### src/rtl/ps2_key_pkg.sv
// Shared definitions for the PS2 key queue: prefix bytes, parser states and queue entry layout.
package ps2_key_pkg;

  localparam logic [7:0] SC_EXT = 8'hE0;
  localparam logic [7:0] SC_BRK = 8'hF0;

  typedef enum logic [1:0] {
    ST_IDLE    = 2'd0,
    ST_EXT     = 2'd1,
    ST_BRK     = 2'd2,
    ST_EXT_BRK = 2'd3
  } key_state_t;

  typedef struct packed {
    logic       brk;
    logic       ext;
    logic [7:0] code;
  } key_entry_t;

  function automatic logic is_prefix(input logic [7:0] b);
    return (b == SC_EXT) || (b == SC_BRK);
  endfunction

endpackage

### src/rtl/ps2_key_queue_ctrl_if.sv
// Keyboard-side byte strobe plus processor-side queue/handshake signals of the key queue controller.
interface ps2_key_queue_ctrl_if #(
  parameter int AW = 3
);
  logic [7:0]  key_data;
  logic        key_pressed;
  logic        irq_en;
  logic        rd_ack;
  logic        clr_overflow;
  logic        rd_valid;
  logic [7:0]  key_code;
  logic        key_ext;
  logic        key_brk;
  logic [AW:0] count;
  logic        irq;
  logic        overflow;
  logic [7:0]  last_make;

  // Controller side
  modport master (
    input  key_data, key_pressed, irq_en, rd_ack, clr_overflow,
    output rd_valid, key_code, key_ext, key_brk, count, irq, overflow, last_make
  );

  // Keyboard/processor side
  modport slave (
    output key_data, key_pressed, irq_en, rd_ack, clr_overflow,
    input  rd_valid, key_code, key_ext, key_brk, count, irq, overflow, last_make
  );
endinterface

### src/rtl/ps2_key_fifo.sv
// First-word fall-through queue of parsed key events; head reads zero while empty.
module ps2_key_fifo
  import ps2_key_pkg::*;
#(
  parameter int DEPTH = 8,
  parameter int AW    = 3
) (
  input  logic        clock,
  input  logic        resetn,
  input  logic        i_push,
  input  key_entry_t  i_data,
  input  logic        i_pop,
  output key_entry_t  o_data,
  output logic        o_full,
  output logic        o_empty,
  output logic [AW:0] o_count,
  output logic        o_drop
);

  localparam logic [AW:0] FULL_CNT = (AW+1)'(DEPTH);

  key_entry_t    r_mem [DEPTH];
  logic [AW-1:0] r_wr_ptr;
  logic [AW-1:0] r_rd_ptr;
  logic [AW:0]   r_count;
  logic          w_do_push;
  logic          w_do_pop;

  assign o_full  = (r_count == FULL_CNT);
  assign o_empty = (r_count == '0);

  // A pop frees a slot on the same edge, so a full queue still accepts a push alongside it
  assign w_do_pop  = i_pop & ~o_empty;
  assign w_do_push = i_push & (~o_full | w_do_pop);
  assign o_drop    = i_push & ~w_do_push;

  always_ff @(posedge clock or negedge resetn) begin
    if (!resetn) begin
      r_wr_ptr <= '0;
      r_rd_ptr <= '0;
      r_count  <= '0;
    end else begin
      if (w_do_push) r_wr_ptr <= r_wr_ptr + 1'b1;
      if (w_do_pop)  r_rd_ptr <= r_rd_ptr + 1'b1;
      case ({w_do_push, w_do_pop})
        2'b10:   r_count <= r_count + 1'b1;
        2'b01:   r_count <= r_count - 1'b1;
        default: r_count <= r_count;
      endcase
    end
  end

  always_ff @(posedge clock) begin
    if (w_do_push) r_mem[r_wr_ptr] <= i_data;
  end

  assign o_data  = o_empty ? '0 : r_mem[r_rd_ptr];
  assign o_count = r_count;

endmodule

### src/rtl/ps2_key_queue_ctrl.sv
// Parses PS2 bytes into make/break events, queues them for the processor and raises a level interrupt.
module ps2_key_queue_ctrl
  import ps2_key_pkg::*;
#(
  parameter int DEPTH        = 8,
  parameter int AW           = 3,
  parameter int FILTER_BREAK = 1
) (
  input  logic                 clock,
  input  logic                 resetn,
  ps2_key_queue_ctrl_if.master bus
);

  localparam bit KEEP_BRK = (FILTER_BREAK == 0);

  key_state_t  r_state;
  key_state_t  w_state_nxt;
  logic        r_kp_d;
  logic [7:0]  r_last_make;
  logic        r_overflow;

  logic        w_byte_stb;
  logic        w_make;
  logic        w_brk_evt;
  logic        w_ext;
  logic        w_push;
  key_entry_t  w_entry;
  key_entry_t  w_head;
  logic        w_full;
  logic        w_empty;
  logic        w_drop;
  logic [AW:0] w_count;

  // A held strobe is consumed once: only the 0->1 transition counts
  assign w_byte_stb = bus.key_pressed & ~r_kp_d;

  always_ff @(posedge clock or negedge resetn) begin
    if (!resetn) begin
      r_state     <= ST_IDLE;
      r_kp_d      <= 1'b0;
      r_last_make <= 8'h00;
      r_overflow  <= 1'b0;
    end else begin
      r_state <= w_state_nxt;
      r_kp_d  <= bus.key_pressed;
      if (w_make) r_last_make <= bus.key_data;
      if (w_drop)                r_overflow <= 1'b1;
      else if (bus.clr_overflow) r_overflow <= 1'b0;
    end
  end

  always_comb begin
    w_state_nxt = r_state;
    w_make      = 1'b0;
    w_brk_evt   = 1'b0;
    w_ext       = 1'b0;
    if (w_byte_stb) begin
      case (r_state)
        ST_IDLE: begin
          if (bus.key_data == SC_EXT)      w_state_nxt = ST_EXT;
          else if (bus.key_data == SC_BRK) w_state_nxt = ST_BRK;
          else                             w_make      = 1'b1;
        end
        ST_EXT: begin
          if (bus.key_data == SC_BRK) begin
            w_state_nxt = ST_EXT_BRK;
          end else if (bus.key_data != SC_EXT) begin
            w_make      = 1'b1;
            w_ext       = 1'b1;
            w_state_nxt = ST_IDLE;
          end
        end
        // Repeated prefixes after F0 are malformed and simply absorbed
        ST_BRK: begin
          if (!is_prefix(bus.key_data)) begin
            w_brk_evt   = 1'b1;
            w_state_nxt = ST_IDLE;
          end
        end
        ST_EXT_BRK: begin
          if (!is_prefix(bus.key_data)) begin
            w_brk_evt   = 1'b1;
            w_ext       = 1'b1;
            w_state_nxt = ST_IDLE;
          end
        end
        default: w_state_nxt = ST_IDLE;
      endcase
    end
  end

  assign w_push       = w_make | (w_brk_evt & KEEP_BRK);
  assign w_entry.brk  = w_brk_evt;
  assign w_entry.ext  = w_ext;
  assign w_entry.code = bus.key_data;

  ps2_key_fifo #(
    .DEPTH (DEPTH),
    .AW    (AW)
  ) u_fifo (
    .clock   (clock),
    .resetn  (resetn),
    .i_push  (w_push),
    .i_data  (w_entry),
    .i_pop   (bus.rd_ack),
    .o_data  (w_head),
    .o_full  (w_full),
    .o_empty (w_empty),
    .o_count (w_count),
    .o_drop  (w_drop)
  );

  assign bus.rd_valid  = ~w_empty;
  assign bus.key_code  = w_head.code;
  assign bus.key_ext   = w_head.ext;
  assign bus.key_brk   = w_head.brk;
  assign bus.count     = w_count;
  assign bus.irq       = ~w_empty & bus.irq_en;
  assign bus.overflow  = r_overflow;
  assign bus.last_make = r_last_make;

  logic w_unused;
  assign w_unused = w_full;

endmodule

### src/flat_wrapper.sv
// flat-port wrapper written by rule: the top's interface ports become plain ports
module ps2_key_queue_ctrl_flat import ps2_key_pkg::*;
#(
  parameter int DEPTH        = 8,
  parameter int AW           = 3,
  parameter int FILTER_BREAK = 1
)
  (clock, resetn, bus_key_data, bus_key_pressed, bus_irq_en, bus_rd_ack, bus_clr_overflow, bus_rd_valid, bus_key_code, bus_key_ext, bus_key_brk, bus_count, bus_irq, bus_overflow, bus_last_make);
  ps2_key_queue_ctrl_if #(.AW(AW)) bus_i ();
  input  logic clock;
  input  logic resetn;
  input wire logic [$bits(bus_i.key_data)-1:0] bus_key_data;
  input wire logic [$bits(bus_i.key_pressed)-1:0] bus_key_pressed;
  input wire logic [$bits(bus_i.irq_en)-1:0] bus_irq_en;
  input wire logic [$bits(bus_i.rd_ack)-1:0] bus_rd_ack;
  input wire logic [$bits(bus_i.clr_overflow)-1:0] bus_clr_overflow;
  output wire logic [$bits(bus_i.rd_valid)-1:0] bus_rd_valid;
  output wire logic [$bits(bus_i.key_code)-1:0] bus_key_code;
  output wire logic [$bits(bus_i.key_ext)-1:0] bus_key_ext;
  output wire logic [$bits(bus_i.key_brk)-1:0] bus_key_brk;
  output wire logic [$bits(bus_i.count)-1:0] bus_count;
  output wire logic [$bits(bus_i.irq)-1:0] bus_irq;
  output wire logic [$bits(bus_i.overflow)-1:0] bus_overflow;
  output wire logic [$bits(bus_i.last_make)-1:0] bus_last_make;
  assign bus_i.key_data = bus_key_data;
  assign bus_i.key_pressed = bus_key_pressed;
  assign bus_i.irq_en = bus_irq_en;
  assign bus_i.rd_ack = bus_rd_ack;
  assign bus_i.clr_overflow = bus_clr_overflow;
  assign bus_rd_valid = bus_i.rd_valid;
  assign bus_key_code = bus_i.key_code;
  assign bus_key_ext = bus_i.key_ext;
  assign bus_key_brk = bus_i.key_brk;
  assign bus_count = bus_i.count;
  assign bus_irq = bus_i.irq;
  assign bus_overflow = bus_i.overflow;
  assign bus_last_make = bus_i.last_make;
  ps2_key_queue_ctrl #(.DEPTH(DEPTH), .AW(AW), .FILTER_BREAK(FILTER_BREAK)) u_core (.clock(clock), .resetn(resetn), .bus(bus_i));
endmodule
### config.mk
export PLATFORM = sky130hd
export DESIGN_NAME = ps2_key_queue_ctrl_flat
export DESIGN_NICKNAME = d
export VERILOG_FILES = /design/src/rtl/ps2_key_pkg.sv /design/src/rtl/ps2_key_queue_ctrl_if.sv /design/src/rtl/ps2_key_fifo.sv /design/src/rtl/ps2_key_queue_ctrl.sv /design/src/flat_wrapper.sv
export SDC_FILE = /design/constraint.sdc
export NUM_CORES = 1
export LEC_CHECK = 0
export BUFFER_PORTS_ARGS = -buffer_cell sky130_fd_sc_hd__buf_2
export CORE_MARGIN = 4
export CORE_UTILIZATION = 40
export DETAILED_ROUTE_END_ITERATION = 8
export GPL_ROUTABILITY_DRIVEN = 0
export PLACE_DENSITY = 0.69
export SKIP_LAST_GASP = 1
export SYNTH_ARGS = -nofsm -noshare
export SYNTH_HDL_FRONTEND = slang
export SYNTH_HIERARCHICAL = 1
export SYNTH_SLANG_ARGS = --single-unit
export TNS_END_PERCENT = 20
### constraint.sdc
create_clock -name clock -period 4.9 [get_ports clock]
set_input_delay 0.49 -clock clock [delete_from_list [all_inputs] [get_ports clock]]
set_output_delay 0.49 -clock clock [all_outputs]
set_load 0.05 [all_outputs]
==> results of run 1 <==
## logic make-up after synthesis
kind of cell / after synthesis
xor+xnor: 7
flops: 102
compound gates: 25
fa+ha+maj: 5
mux: 35
simple gates: 43
buf+inv: 17
## flip-flops by register name, indices dropped and copies added (netlist names)
signal,flops
u_core/bus.overflow,1
u_core/u_fifo/r_rd_ptr,3
u_core/u_fifo/r_wr_ptr,3
u_core/r_kp_d,1
u_core/r_state,2
u_core/u_fifo/r_mem,80
u_core/bus.last_make,8
u_core/u_fifo/o_count,4
## per-layer routing
layer | GRT usage [%] | vias up
met5 | 0 | -
met2 | 20.6 | 55
li1 | - | 1003
met1 | 18.0 | 1115
met3 | 3.82 | 9
met4 | 4.93 | 0
## worst max-delay path, delay by kind of cell (launching register included)
family | cells | cell delay, ns
buf+inv | 1 | 0.26
flops | 1 | 0.42
simple gates | 3 | 1.57
## cells in the mapped netlist, drive strengths merged
cell type	number
or2b	1
a41o	1
and2	2
nor3	2
nor4	1
a22o	4
mux2	4
nand2b	2
mux2i	11
nand2	4
o21ai	1
a21o	1
nor2	20
a211o	1
buf	7
o31a	1
xor2	3
a31oi	4
a32oi	1
o221ai	1
xnor2	4
and2b	1
dfrtp	22
mux4	20
fa	1
clkbuf	2
o22a	3
o22ai	1
edfxtp	80
and3	2
nor2b	3
inv	8
a21oi	5
or3b	1
or3	1
a221o	1
ha	4
or2	2
nand4	1
## worst min-delay path by stage
stage / start / end / slack, ns / cells past startpoint
2_1_floorplan: resetn / u_core/bus.last_make[0] / 0.19 / 0
3_5_place_dp: u_core/bus.overflow / u_core/bus.overflow / 0.47 / 1
3_3_place_gp: u_core/bus.overflow / u_core/bus.overflow / 0.46 / 1
4_1_cts: resetn / u_core/bus.last_make[0] / 0.1 / 1
6_report: resetn / u_core/r_kp_d / 0.09 / 1
5_1_grt: resetn / u_core/r_kp_d / 0.10 / 1
## stage by stage
step | hold WS, ns | cell area [sq um] | std cells | util (%) | total power, uW
2_1_floorplan | 0.194 | 4240 | 234 | - | 2050
3_3_place_gp | 0.459 | 4600 | 406 | 44.5 | 2290
3_5_place_dp | 0.472 | 4600 | 406 | 44.5 | 2300
4_1_cts | 0.0950 | 4780 | 422 | 46.3 | 2780
5_1_grt | 0.100 | 4780 | 422 | 46.3 | 2910
6_report | 0.0886 | 4780 | 422 | 46.3 | 2750
## final cells by class
cell class	instances	area, sq um
clock buffer	10	138
clock inverter	6	43.8
fill	914	5550
inverter	8	30.0
multi-input combinational	115	1200
sequential	102	2950
tap	136	170
timing repair buffer	45	243
## report_power, final
group	switching, uW	internal [uW]	leakage, uW
sequential	153	1030	0.000988
clock	279	202	0.0000949
combinational	673	406	0.000683
==> flow_summary_export.csv, run 1 <==
group,metric,value,unit
outcome,status,"finished, final reports clean",
yosys,synth_top_family_by_area,"multiplexers",
power,ir_drop,0.000248,V
yosys,ys_seq_area_share,69.7,%
clock_tree,cts.clk_slew.worst_paths,0.10,ns
sta,finalHoldViolCount,0,
detailed_routing,dr_wl_met2,3680,um
clock_tree,cts-buffers-inserted,9,
detailed_routing,maxUsedRoutingLayer,"met4",
clock_tree,clk_latency,0.36,ns
clock_tree,cts_setup_buffers,0,
worst_setup_path,start_kind,"flop",
final_layout,layout-drive-gt1-share,34.6,%
yosys,synth_top_area_cell,"edfxtp_1",
grt,grt_first_pass_wirelength,12500,um
grt,grt_pass1_vias,2335,
clock_tree,cts_resized,0,
worst_setup_path,worstSetupEndpointType,"output port",
floorplanning,start_util,41.0,%
worst_setup_path,slowest_delay,0.87,ns
final_layout,fin_nets,300,
worst_setup_path,timing.setup.critical_path_class,"flop to output port",
clock_tree,hold_buffers,0,
sta,setup_viol,0,
placement,dp_slack,1.57,ns
worst_setup_path,r2r_end,"u_core/u_fifo/r_mem[6][9]",
detailed_routing,drtPass1Iterations,4,
yosys,yosys.area_share.simple,5.20,%
worst_setup_path,crit_path_frequent_cell,"nor2_1",
detailed_routing,wl,7700,um
grt,gr-total-overflow,0,
yosys,yosysWarnings,6,
yosys,synth-seq-cells,102,
clock_tree,cts_tree,"built",
yosys,synth_cell_type_count,46,
sta,min_period,3.09,ns
yosys,muxShareOfSynthArea,14.5,%
detailed_routing,drt_iter0_drc,127,
worst_setup_path,arrival,2.60,ns
sta,skew,0.0127,ns
clock_tree,cts-root-buf,"clkbuf_8",
detailed_routing,avgViaCountPerCell,5.17,
worst_setup_path,worstPathCellList,"or3_1 > nor2_1 > nor2_1 > buf_2",
yosys,synth_area_leaders,"edfxtp_1 57%, dfrtp_1 13%, mux4_2 11%",
final_layout,synthToLayoutAreaGrowth,12.8,%
hold_path,hp-class,"primary input to async pin",
worst_setup_path,rrSetupSlack,1.83,ns
floorplanning,rows,37,
final_layout,layout_common_cells,"80 x edfxtp_1, 38 x buf_2, 22 x dfrtp_1",
yosys,avgSynthCellArea,18.1,sq um
yosys,postSynthCellCount,234,
grt,grt_usage,13.3,%
clock_tree,clock_path_buffers,2,
sta,slew_viol_final,0,
sta,maxSlewHeadroom,28.1,%
sta,fin_setup_tns,0,ns
floorplanning,die_x,111,um
power,cellPowerDensity,575,nW/um^2
worst_setup_path,cp-endpoint,"bus_key_brk",
detailed_routing,wl_met3,410,um
worst_setup_path,startpoint,"u_core/u_fifo/o_count[1]",
detailed_routing,ant_nets,0,
floorplanning,ioPinCount,39,
grt,antenna_found_initial,0,
sta,setup_ws,1.81,ns
detailed_routing,wirelength_met1,3460,um
placement,io_buffers,38,
detailed_routing,drcViolationCount,0,
power,leakagePower,0.00177,uW
yosys,synth_top_area_share,56.7,%
clock_tree,h-tree-depth,3,
grt,grt_max_degree,23,
worst_setup_path,r2r_start,"u_core/r_state[1]",
yosys,syn-num-nets,253,
detailed_routing,vias,2182,
sta,rsz0062_at_grt,"false",
floorplanning,core,10300,sq um
floorplanning,die_y,111,um
sta,tightest_slew,1.07,ns
sta,fmax,0.324,GHz
floorplanning,die_area,12300,sq um
final_layout,final_common_cell,"edfxtp_1",
worst_setup_path,critPathRequiredTime,4.41,ns
sta,period_share,63.0,%
flow_run,cap_violations,0,
yosys,synthAdderAreaFrac,1.65,%
worst_setup_path,slowest_stage,"nor2_1",
detailed_routing,wire_per_inst,18.2,um
clock_tree,numClockSinks,102,
yosys,synth-compound-area-share,5.58,%
yosys,synth_area,4240,sq um
final_layout,n_antenna_cell,0,
worst_setup_path,worstRegToRegCells,7,
worst_setup_path,crit_fanout,12,
yosys,synth_xor_area_share,1.45,%
No activity file was read; power rests on OpenSTA's default activity.
==> run 2: changes to the inputs <==
- PLACE_DENSITY: 0.69 -> 0.72
- clock period: 4.9 -> 2.51 ns (I/O delays scaled with it)
==> run 2 against run 1 <==
First-iteration DRC count rose by 21%. Global-route usage rose by 0.67 points. Utilization rose by 2.8 points. Sequential share of layout area fell by 3.4 points. Critical path type is now flop to flop. Critical endpoint is now u_core/u_fifo/r_mem[4][1].
==> flow_summary_export.csv, run 2 (synthesis gave the netlist of run 1 again) <==
group,metric,value,unit
final_layout,final_common_cell,"edfxtp_1",
clock_tree,cts-root-buf,"clkbuf_8",
grt,grt_max_degree,23,
worst_setup_path,cp-endpoint,"u_core/u_fifo/r_mem[4][1]",
worst_setup_path,critPathRequiredTime,2.58,ns
clock_tree,cts_tree,"built",
sta,min_period,2.42,ns
sta,fmax,0.414,GHz
power,cellPowerDensity,1100,nW/um^2
floorplanning,core,10300,sq um
detailed_routing,drt_iter0_drc,154,
power,ir_drop,0.000564,V
floorplanning,die_area,12300,sq um
floorplanning,rows,37,
detailed_routing,wire_per_inst,18.3,um
floorplanning,die_x,111,um
final_layout,fin_nets,327,
detailed_routing,drtPass1Iterations,4,
hold_path,hp-class,"primary input to flop",
placement,hpwl,5780,um
worst_setup_path,r2r_end,"u_core/u_fifo/r_mem[4][1]",
clock_tree,h-tree-depth,3,
detailed_routing,drcViolationCount,0,
clock_tree,clk_latency,0.36,ns
sta,rsz0062_at_grt,"false",
grt,gr-total-overflow,0,
final_layout,layout_common_cells,"80 x edfxtp_1, 38 x buf_2, 31 x buf_4",
clock_tree,cts.clk_slew.worst_paths,0.09,ns
detailed_routing,wl,8200,um
detailed_routing,ant_nets,0,
worst_setup_path,worstRegToRegCells,8,
sta,slew_viol_final,0,
final_layout,final_util,49.0,%
sta,hold_ws,0.0236,ns
final_layout,largest_reg_flops,80,
grt,grt_usage,14.0,%
final_layout,fillers,878,
detailed_routing,avgViaCountPerCell,5.11,
final_layout,n_antenna_cell,0,
worst_setup_path,startpoint,"u_core/r_kp_d",
flow_run,cap_violations,0,
power,leakagePower,0.00190,uW
sta,setup_viol,0,
sta,skew,0.00937,ns
worst_setup_path,start_kind,"flop",
clock_tree,numClockSinks,102,
floorplanning,die_y,111,um
worst_setup_path,worstSetupEndpointType,"flop",
sta,maxSlewHeadroom,65.9,%
sta,finalHoldViolCount,0,
floorplanning,ioPinCount,39,
outcome,status,"finished, final reports clean",
floorplanning,start_util,41.0,%
grt,grt_pass1_vias,2437,
final_layout,largest_register,"u_core/u_fifo/r_mem",
final_layout,synthToLayoutAreaGrowth,19.5,%
detailed_routing,vias,2293,
clock_tree,cts-buffers-inserted,9,
sta,period_share,96.2,%
worst_setup_path,timing.setup.critical_path_class,"flop to flop",
worst_setup_path,rrSetupSlack,0.09,ns
clock_tree,clock_path_buffers,2,
worst_setup_path,arrival,2.49,ns
sta,tightest_slew,0.511,ns
worst_setup_path,crit_fanout,7,
grt,antenna_found_initial,0,
final_layout,layout-drive-gt1-share,43.5,%
placement,io_buffers,38,
worst_setup_path,r2r_start,"u_core/r_kp_d",
grt,grt_first_pass_wirelength,13200,um
==> run 2: worst min-delay path by stage <==
stage	from	to	slack, ns	cells past startpoint
after floorplan	resetn	u_core/bus.last_make[0]	-0.04	0
after global placement	resetn	u_core/bus.overflow	0.25	1
after detailed placement	resetn	u_core/bus.overflow	0.25	1
after CTS	bus_key_pressed	u_core/r_kp_d	0.02	1
after global routing	bus_key_pressed	u_core/r_kp_d	0.02	1
final	bus_key_pressed	u_core/r_kp_d	0.02	1
==> run 2: through the flow <==
stage | area (sq um) | power [uW] | TNS, ns | setup WS (ns) | cells
finish | 5060 | 5580 | 0 | 0.0944 | 449
global route | 5060 | 5880 | 0 | 0.00524 | 449
CTS | 5040 | 5630 | 0 | 0.0569 | 448
detailed placement | 4850 | 4690 | 0 | 0.0225 | 431
global placement | 4850 | 4640 | 0 | 0.0907 | 431
floorplan | 4310 | 4070 | -2.89 | -0.0953 | 234
==> run 2: layer usage <==
layer	GRT usage (%)	part of all wire, %	up-vias
met2	22.1	48	51
met1	19.2	47	1167
li1	-	-	1063
met5	0	0	-
met4	6.08	2.1	0
met3	2.35	3.6	12
==> run 2: worst max-delay path: stages (launching register included) <==
cell	delay, ns
dfrtp_1	0.38
or3b_1	0.43
a41o_4	0.27
inv_2	0.05
buf_4	0.15
o31a_4	0.19
or2b_4	0.30
nor2_1	0.18
buf_6	0.18
==> run 2: final cells by class <==
cell class                      count  area, sq um  area share [%]
Inverter                            8         32.5           0.642
Tap cell                          136          170            3.36
Timing Repair Buffer               72          455            8.99
Clock buffer                       10          128            2.52
Multi-Input combinational cell    115         1260            25.0
Clock inverter                      6         56.3            1.11
Sequential cell                   102         2960            58.4
==> run 2: power by group <==
| part | leakage, uW | internal (uW) | total (uW) | switching (uW) |
|---|---|---|---|---|
| registers | 0.000985 | 2020 | 2200 | 178 |
| clock network | 0.0000905 | 380 | 956 | 576 |
| logic | 0.000826 | 917 | 2420 | 1500 |
==> run 2: timing repair <==
item | in CTS | in global routing
buffers inserted | 0 | 0
hold buffers | 1 | 0
endpoints found under the hold margin | 22 | 0
endpoints found under the setup margin | 0 | 19
resized for setup | 0 | 6
==> run 3: changes to the inputs <==
- CTS_CLUSTER_SIZE: unset -> 28
- PLACE_DENSITY: 0.72 -> 0.69
- clock period: 2.51 -> 3 ns (I/O delays scaled with it)
==> run 3 against run 2 <==
Via count fell by 0.35%. Cell area is 2.7% lower. Non-clock buffer count decreased by 11. Clock power is 8.1% lower. Worst setup slack improved by 0.21 ns. Critical path depth is 2 higher. Register-to-register slack better by 0.21 ns. Clock skew shrank 0.0021 ns. Utilization fell by 1.3 points. Final cell count fell by 2.4%.
==> flow_summary_export.csv, run 3 (synthesis gave the netlist of run 1 again) <==
group,metric,value,unit
detailed_routing,ant_nets,0,
worst_setup_path,timing.setup.critical_path_class,"flop to flop",
floorplanning,rows,37,
power,leakagePower,0.00185,uW
sta,skew,0.00732,ns
detailed_routing,wire_per_inst,18.4,um
worst_setup_path,r2r_start,"u_core/r_state[1]",
power,p_int,2800,uW
grt,grt_use_met3,3.11,%
final_layout,layout-drive-gt1-share,37.4,%
clock_tree,numClockSinks,102,
worst_setup_path,crit_family,"simple AND/OR/NAND/NOR gates",
placement,placed_cell_area,4710,sq um
floorplanning,die_area,12300,sq um
worst_setup_path,worstSetupEndpointType,"flop",
floorplanning,die_y,111,um
grt,globalRoute.busiestLayer,"met2",
clock_tree,cts_resized,0,
flow_run,cap_violations,0,
worst_setup_path,start_kind,"flop",
power,comb_power_share,41.2,%
sta,slew_viol_final,0,
floorplanning,ioPinCount,39,
sta,fmax,0.371,GHz
clock_tree,cts_tree,"built",
floorplanning,start_util,41.0,%
sta,maxSlewHeadroom,51.4,%
floorplanning,core,10300,sq um
final_layout,synthToLayoutAreaGrowth,16.3,%
power,p_seq_share,39.8,%
power,clockPowerShare,19.0,%
detailed_routing,drcViolationCount,0,
grt,gr-total-overflow,0,
power,p_sw,1820,uW
grt,grt_pass1_vias,2346,
final_layout,layout_common_cells,"80 x edfxtp_1, 38 x buf_2, 22 x dfrtp_1, 22 x buf_4",
grt,grt_max_degree,23,
detailed_routing,vias,2285,
placement,hpwl,5420,um
power,switching_share,39.4,%
clock_tree,cts.clk_slew.worst_paths,0.09,ns
clock_tree,clock_path_buffers,2,
sta,period_share,89.8,%
final_layout,n_antenna_cell,0,
power,ir_drop,0.000556,V
grt,use_met1,18.9,%
detailed_routing,drt_iter0_drc,172,
worst_setup_path,critPathRequiredTime,3.26,ns
grt,grt_usage,13.6,%
detailed_routing,drtPass1Iterations,5,
worst_setup_path,crit_fanout,7,
final_layout,design_area,4930,sq um
clock_tree,clk_latency,0.35,ns
clock_tree,cts-buffers-inserted,9,
floorplanning,die_x,111,um
worst_setup_path,slowest_stage,"or3b_1",
final_layout,largest_register,"u_core/u_fifo/r_mem",
sta,setup_viol,0,
placement,io_buffers,38,
clock_tree,h-tree-depth,3,
grt,grtUsageMet2,21.6,%
detailed_routing,wl,8070,um
final_layout,largest_reg_flops,80,
worst_setup_path,slowest_delay,0.50,ns
final_layout,fin_nets,316,
grt,antenna_found_initial,0,
worst_setup_path,worstPathCellList,"or3b_1 > a41o_4 > inv_1 > or2_2 > inv_1 > ha_1 > or2_2 > and2_1 > a221o_1 > o221ai_1",
power,cellPowerDensity,939,nW/um^2
clock_tree,cts_setup_buffers,0,
hold_path,hold_start,"bus_key_pressed",
outcome,status,"finished, final reports clean",
final_layout,final_common_cell,"edfxtp_1",
grt,grt_first_pass_wirelength,12800,um
worst_setup_path,arrival,2.96,ns
clock_tree,cts-root-buf,"clkbuf_8",
sta,rsz0062_at_grt,"false",
worst_setup_path,startpoint,"u_core/r_state[1]",
hold_path,hp-class,"primary input to flop",
sta,fin_setup_tns,0,ns
sta,tightest_slew,0.728,ns
sta,finalHoldViolCount,0,
worst_setup_path,path_buf_inv,2,
detailed_routing,avgViaCountPerCell,5.22,
sta,min_period,2.70,ns
run 3: changes by cell type in the layout (fill, tap and decap cells not counted), sizes merged:
| cell | previous run | this run |
|---|---|---|
| bufinv | 0 | 1 |
| clkinv | 3 | 1 |
| buf | 71 | 60 |
| clkbuf | 10 | 11 |
run 3: cell type report:
type                            count  area, sq um
Sequential cell                   102         2950
Fill cell                         887         5400
Inverter                            8         30.0
Timing Repair Buffer               61          365
Tap cell                          136          170
Multi-Input combinational cell    115         1200
Clock buffer                       11          141
Clock inverter                      5         66.3
run 3: power groups by stage:
stage	registers (uW)	logic, uW	clock network (uW)
final	1840	1900	879
after global routing	1870	2050	967
after CTS	1840	1940	897
after detailed placement	1870	1940	0
after global placement	1870	1920	0
after floorplan	1980	1370	0
run 3: worst paths after layout:
path	end	cells after the start	slack [ns]
worst max-delay path	u_core/u_fifo/o_count[3]	10	0.30
worst min register to register	u_core/bus.overflow	1	0.48
worst min-delay path	u_core/r_kp_d	1	0.08
max in group asynchronous	u_core/u_fifo/r_wr_ptr[2]	2	2.20
worst max register to register	u_core/u_fifo/o_count[3]	10	0.30
min in group asynchronous	u_core/bus.overflow	2	0.45
run 3: metal layers:
metal  part of all wire, %  vias up
met5                     0        -
met4                   1.2        0
met3                   5.8        4
met2                    47       69
met1                    46     1176
li1                      -     1036
run 3: per-stage QoR:
stage | setup WS [ns] | total power [uW] | instances | utilization, % | hold slack, ns
2_1_floorplan | 0.0316 | 3350 | 234 | - | 0.00441
3_3_place_gp | 0.240 | 3780 | 421 | 45.6 | 0.300
3_5_place_dp | 0.203 | 3810 | 421 | 45.6 | 0.299
4_1_cts | 0.292 | 4690 | 438 | 47.7 | 0.0678
5_1_grt | 0.152 | 4880 | 438 | 47.7 | 0.0660
6_report | 0.305 | 4630 | 438 | 47.7 | 0.0822
run 3: repair_timing:
item | CTS | global route
hold endpoints to repair | 22 | 0
hold buffers | 1 | 0
endpoints found under the setup margin | 0 | 0
